==> config.mk <==
export PLATFORM = sky130hd
export DESIGN_NAME = rx_serial_7e1
export DESIGN_NICKNAME = d
export VERILOG_FILES = /design/src/rtl/rx_serial_7e1.sv
export SDC_FILE = /design/constraint.sdc
export NUM_CORES = 1
export LEC_CHECK = 0
export CAP_MARGIN = 5
export CORE_AREA = 2 2 89 91
export DETAILED_ROUTE_END_ITERATION = 8
export DIE_AREA = 0 0 91 93
export HOLD_SLACK_MARGIN = 0.08
export PLACE_DENSITY = 0.46
export SLEW_MARGIN = 30
export SYNTH_ARGS = -nofsm -noshare
export SYNTH_HDL_FRONTEND = slang
export SYNTH_SLANG_ARGS = --single-unit
==> constraint.sdc <==
create_clock -name clock -period 2.63 [get_ports clock]
set_input_delay 0.526 -clock clock [delete_from_list [all_inputs] [get_ports clock]]
set_output_delay 0.526 -clock clock [all_outputs]
set_load 0.02 [all_outputs]
==> src/rtl/rx_serial_7e1.sv <==
// 7E1 asynchronous serial receiver: start bit, 7 data bits LSB first, even parity, 1 stop bit.
// Stores each frame on held outputs with parity/framing status and a one-cycle ready pulse.
module rx_serial_7e1 #(
    parameter int CLKS_PER_BIT = 434
) (
    input  logic       clock,
    input  logic       reset,
    input  logic       entrada_serial,
    input  logic       limpa,
    output logic [6:0] dados_ascii,
    output logic       paridade_ok,
    output logic       erro_stop,
    output logic       pronto,
    output logic       tem_dado,
    output logic       recebendo,
    output logic [3:0] db_estado
);

    localparam int TW = (CLKS_PER_BIT > 2) ? $clog2(CLKS_PER_BIT) : 1;
    localparam logic [TW-1:0] HALF_TICK = TW'(CLKS_PER_BIT / 2 - 1);
    localparam logic [TW-1:0] FULL_TICK = TW'(CLKS_PER_BIT - 1);

    typedef enum logic [3:0] {
        IDLE        = 4'd0,
        START       = 4'd1,
        DADOS       = 4'd2,
        STOP        = 4'd3,
        ARMAZENA    = 4'd4,
        ESPERA_ALTO = 4'd5
    } state_t;

    state_t          r_state;
    state_t          w_next_state;
    logic            r_sync1;
    logic            r_sync2;
    logic            w_rx_s;
    logic [TW-1:0]   r_tick;
    logic            w_half;
    logic            w_full;
    logic [2:0]      r_bit;
    logic [7:0]      r_shift;
    logic            r_stop;

    assign w_rx_s = r_sync2;
    assign w_half = (r_tick == HALF_TICK);
    assign w_full = (r_tick == FULL_TICK);

    // Synchronizer resets to 1 so an idle line is not mistaken for a start bit.
    // NOTE: non-blocking assignments in clocked blocks keep every flop sampling pre-edge values.
    always_ff @(posedge clock or posedge reset) begin
        if (reset) begin
            r_sync1 <= 1'b1;
            r_sync2 <= 1'b1;
        end else begin
            r_sync1 <= entrada_serial;
            r_sync2 <= r_sync1;
        end
    end

    always_ff @(posedge clock or posedge reset) begin
        if (reset) begin
            r_state <= IDLE;
        end else begin
            r_state <= w_next_state;
        end
    end

    // NOTE: the next-state default is assigned first so no path can infer a latch.
    always_comb begin
        w_next_state = r_state;
        case (r_state)
            IDLE:        if (!w_rx_s) w_next_state = START;
            START:       if (w_half) w_next_state = w_rx_s ? IDLE : DADOS;
            DADOS:       if (w_full && r_bit == 3'd7) w_next_state = STOP;
            STOP:        if (w_full) w_next_state = ARMAZENA;
            ARMAZENA:    w_next_state = r_stop ? IDLE : ESPERA_ALTO;
            ESPERA_ALTO: if (w_rx_s) w_next_state = IDLE;
            default:     w_next_state = IDLE;
        endcase
    end

    // Tick restarts on every state entry and after each full bit period.
    always_ff @(posedge clock or posedge reset) begin
        if (reset) begin
            r_tick  <= '0;
            r_bit   <= 3'd0;
            r_shift <= 8'd0;
            r_stop  <= 1'b0;
        end else begin
            if (w_next_state != r_state || w_full) begin
                r_tick <= '0;
            end else begin
                r_tick <= r_tick + TW'(1);
            end

            if (r_state == START && w_next_state == DADOS) begin
                r_bit <= 3'd0;
            end else if (r_state == DADOS && w_full) begin
                r_bit <= r_bit + 3'd1;
            end

            if (r_state == DADOS && w_full) begin
                r_shift <= {w_rx_s, r_shift[7:1]};
            end

            if (r_state == STOP && w_full) begin
                r_stop <= w_rx_s;
            end
        end
    end

    always_ff @(posedge clock or posedge reset) begin
        if (reset) begin
            dados_ascii <= 7'd0;
            paridade_ok <= 1'b0;
            erro_stop   <= 1'b0;
            tem_dado    <= 1'b0;
        end else begin
            if (r_state == ARMAZENA) begin
                dados_ascii <= r_shift[6:0];
                paridade_ok <= ~^r_shift;
                erro_stop   <= ~r_stop;
            end
            // A frame landing in the same cycle as limpa keeps the flag set.
            if (r_state == ARMAZENA) begin
                tem_dado <= 1'b1;
            end else if (limpa) begin
                tem_dado <= 1'b0;
            end
        end
    end

    assign pronto    = (r_state == ARMAZENA);
    assign recebendo = (r_state != IDLE);
    assign db_estado = r_state;

endmodule
==> results.cfg <==
[global_routing]
grt_first_pass_wirelength_um = 6170
grt_max_degree = 38
antenna_found_initial = 0
grt.overflow.total = 0
first_global_vias = 1292
gr-usage-all-layers_pct = 9.23

[pwr]
p_per_area_mw_per_mm2 = 504
vdd_ir_drop_max_v = 0.000190
power.leakage_nw = 1.05

[die]
die_w_um = 91
initial_core_util_pct = 24.2
fp.coreArea_mm2 = 0.00753
ioPinCount = 20
die-area_mm2 = 0.00846
core_rows = 32
die_height_um = 93

[timing]
final.setup_skew_ns = 0.0126
timing_worst_slew_pin_value_ns = 0.633
maxSlewViolCount = 0
max_clock_freq_ghz = 0.434
timing_hold_violations_final = 0
setup_violations = 0
hold-worst-slack_ns = 0.358
setup_repair_after_global_routing_missed_its_margin = false
setup_total_negative_slack_ns = 0
timing.final.crit_share_pct = 87.7
timing.slew.headroom_pct = 57.8
timing.final.crit_period_ns = 2.31

[layout]
mostFrequentLayoutCells = 35 x sky130_fd_sc_hd__nand2_1, 35 x sky130_fd_sc_hd__dfrtp_1, 18 x sky130_fd_sc_hd__clkdlybuf4s50_1
fin_util_pct = 30.3
area_delta_synth_final_pct = 25.4
nNetsFinal = 202
final_cell_count_no_fill = 296
finalInstanceArea_mm2 = 0.00228
final_layout_size_suffix_gt1_share_pct = 22.2
antenna-diode-count = 0

[cts]
total_cts_buffers = 5
worstSkewPairLatency_ns = 0.30
cts-root-buf = sky130_fd_sc_hd__clkbuf_8
clkTransAtPathRegs_ns = 0.07
postCtsHoldBufs = 0
ctsHtreeMaxLevel = 2
tritoncts_clock_tree = built
tritoncts_num_sinks = 37
cts.path.max_buffers = 2

[run_status]
status = complete, no violations

[yosys]
synthesis.yosys.warnings = 0
synth.distinct_cells = 38
synth.cell_area_mm2 = 0.00182
synth-seq-cells = 37
syn-num-nets = 174
syn-mean-instance-area_um2 = 11.0
syn_inst = 165
synth.yosys.seq_area_share_pct = 51.1

[critical_path]
crit_chain = nor3_1 > nand2b_1 > clkdlybuf4s50_1
critical_path.endpoint_type = output port
critical_path_peak_fanout = 5
timing.critical_path.slowest_stage_cell = sky130_fd_sc_hd__clkdlybuf4s50_1
rr_worst_depth = 8
slowest_delay_ns = 0.56
critPathKind = flip-flop to output port
worstSetupStartpointType = flip-flop
path_buf_inv = 1
crit_cells = 3
critPathArrivalTime_ns = 1.78
path_delay_family = buffers and inverters
critPathRequiredTime_ns = 2.10

[detailed_routing]
detail_route.wl_per_cell_um = 11.6
vias = 1206
routed_wirelength_um = 3440
post_detailed_route_via_to_cell_ratio = 4.07
detailedRoute.firstPassIterationCount = 4
antenna_violating_nets_post_route = 0
drcViolationCount = 0
drt_iter0_markers = 74

[placed_design]
place.detailed.hpwl_um = 2440
place.port_buffers = 19
post-place-cells = 288
placed_area_mm2 = 0.00216
place_congestion = 0.745

[flow_run]
drv.max_cap_violation_count = 0

[worst_hold_path]
hold_depth = 0
holdCritPathClass = flip-flop to flip-flop
==> logic make-up after synthesis <==
| logic type | after synthesis | share of synthesized area (%) |
|---|---|---|
| AO/OA/AOI/OAI | 18 | 8.88 |
| flip-flops | 37 | 51.1 |
| buffers and inverters | 11 | 2.68 |
| AND/OR/NAND/NOR | 66 | 19.3 |
| other | 1 | 0.206 |
| XOR/XNOR | 15 | 7.23 |
| multiplexers | 12 | 7.23 |
| adder cells (fa/ha/maj) | 5 | 3.44 |
==> Yosys cell counts <==
library cell / count / area, µm²
sky130_fd_sc_hd__o21ai_2: 1 / 8.76
sky130_fd_sc_hd__nand2_2: 1 / 6.26
sky130_fd_sc_hd__clkinv_1: 1 / 3.75
sky130_fd_sc_hd__and4b_1: 1 / 10.0
sky130_fd_sc_hd__and4_1: 1 / 8.76
sky130_fd_sc_hd__o211ai_1: 1 / 7.51
sky130_fd_sc_hd__dfrtp_1: 35 / 876
sky130_fd_sc_hd__nand4bb_4: 1 / 27.5
sky130_fd_sc_hd__buf_6: 1 / 11.3
sky130_fd_sc_hd__nand2_1: 35 / 131
sky130_fd_sc_hd__clkbuf_1: 4 / 15.0
sky130_fd_sc_hd__mux2i_1: 3 / 30.0
sky130_fd_sc_hd__a21o_1: 1 / 7.51
sky130_fd_sc_hd__o21ai_0: 3 / 15.0
sky130_fd_sc_hd__nor4_4: 1 / 21.3
sky130_fd_sc_hd__and3_1: 1 / 6.26
sky130_fd_sc_hd__nand3_1: 4 / 20.0
sky130_fd_sc_hd__nor3_1: 2 / 10.0
sky130_fd_sc_hd__ha_1: 5 / 62.6
sky130_fd_sc_hd__or3_1: 1 / 6.26
sky130_fd_sc_hd__a31oi_1: 1 / 6.26
sky130_fd_sc_hd__dfstp_2: 2 / 52.6
sky130_fd_sc_hd__nand4_1: 1 / 6.26
sky130_fd_sc_hd__nand3b_1: 2 / 15.0
sky130_fd_sc_hd__or2_2: 2 / 12.5
sky130_fd_sc_hd__a2111oi_4: 1 / 27.5
sky130_fd_sc_hd__a21bo_2: 1 / 10.0
sky130_fd_sc_hd__nor3b_1: 1 / 7.51
sky130_fd_sc_hd__nand2b_1: 2 / 12.5
sky130_fd_sc_hd__inv_1: 5 / 18.8
sky130_fd_sc_hd__nor2_1: 7 / 26.3
sky130_fd_sc_hd__nor4bb_1: 1 / 10.0
sky130_fd_sc_hd__xnor2_1: 10 / 87.6
sky130_fd_sc_hd__xor2_1: 5 / 43.8
sky130_fd_sc_hd__mux2_2: 9 / 101
sky130_fd_sc_hd__nor2b_1: 2 / 12.5
sky130_fd_sc_hd__a21oi_2: 9 / 78.8
sky130_fd_sc_hd__conb_1: 1 / 3.75
==> sequential cells by signal, summed over array words and instances (netlist names) <==
register     cells
r_stop           1
paridade_ok      1
r_sync2          1
r_tick           9
db_estado        4
erro_stop        1
r_bit            3
tem_dado         1
r_sync1          1
r_shift          8
dados_ascii      7
==> per-stage QoR <==
step	worst slack [ns]	total power [mW]
2_1_floorplan	0.723	0.635
5_1_grt	0.240	1.21
3_5_place_dp	0.404	0.661
6_report	0.324	1.15
3_3_place_gp	0.407	0.662
4_1_cts	0.0704	1.18
==> path summary, 6_finish.rpt <==
kind	start	end	slack, ns
setup / recovery	db_estado[3]	recebendo	0.32
hold / removal	r_sync1	r_sync2	0.36
setup reg to reg	r_tick[1]	r_tick[0]	0.48
hold reg to reg	r_sync1	r_sync2	0.36
max in group asynchronous	reset	r_sync1	1.62
min in group asynchronous	reset	dados_ascii[5]	0.65
==> cell type report <==
type / instances / area, µm²
Timing Repair Buffer: 26 / 245
Fill cell: 820 / 5250
Tap cell: 102 / 128
Sequential cell: 37 / 928
Clock inverter: 3 / 46.3
Multi-Input combinational cell: 117 / 841
Clock buffer: 5 / 68.8
Inverter: 6 / 22.5
==> power by group <==
part,switching (mW),total (mW),internal (mW)
Clock,0.216,0.500,0.284
Combinational,0.0398,0.0647,0.0248
Sequential,0.00816,0.584,0.575
Total,0.264,1.15,0.884
==> worst reg2reg max path: stages (launching register included) <==
cell                        delay, ns
sky130_fd_sc_hd__dfrtp_1         0.41
sky130_fd_sc_hd__inv_1           0.09
sky130_fd_sc_hd__ha_1            0.20
sky130_fd_sc_hd__nand4bb_4       0.13
sky130_fd_sc_hd__nor4_4          0.36
sky130_fd_sc_hd__mux2i_1         0.21
sky130_fd_sc_hd__or3_1           0.34
sky130_fd_sc_hd__buf_4           0.20
sky130_fd_sc_hd__a21oi_2         0.15
==> timing repair <==
action                                  CTS  global route
setup buffers                             0             0
endpoints found under the setup margin    0             1
resized for setup                         0             1
endpoints found under the hold margin     0             0
==> per-layer routing <==
metal | track usage (%) | wire, µm
met1 | 11.3 | 1590
met2 | 15.0 | 1650
met3 | 2.66 | 131
met4 | 4.55 | 71
met5 | 0 | 0
(Power assumes the default switching activity.)
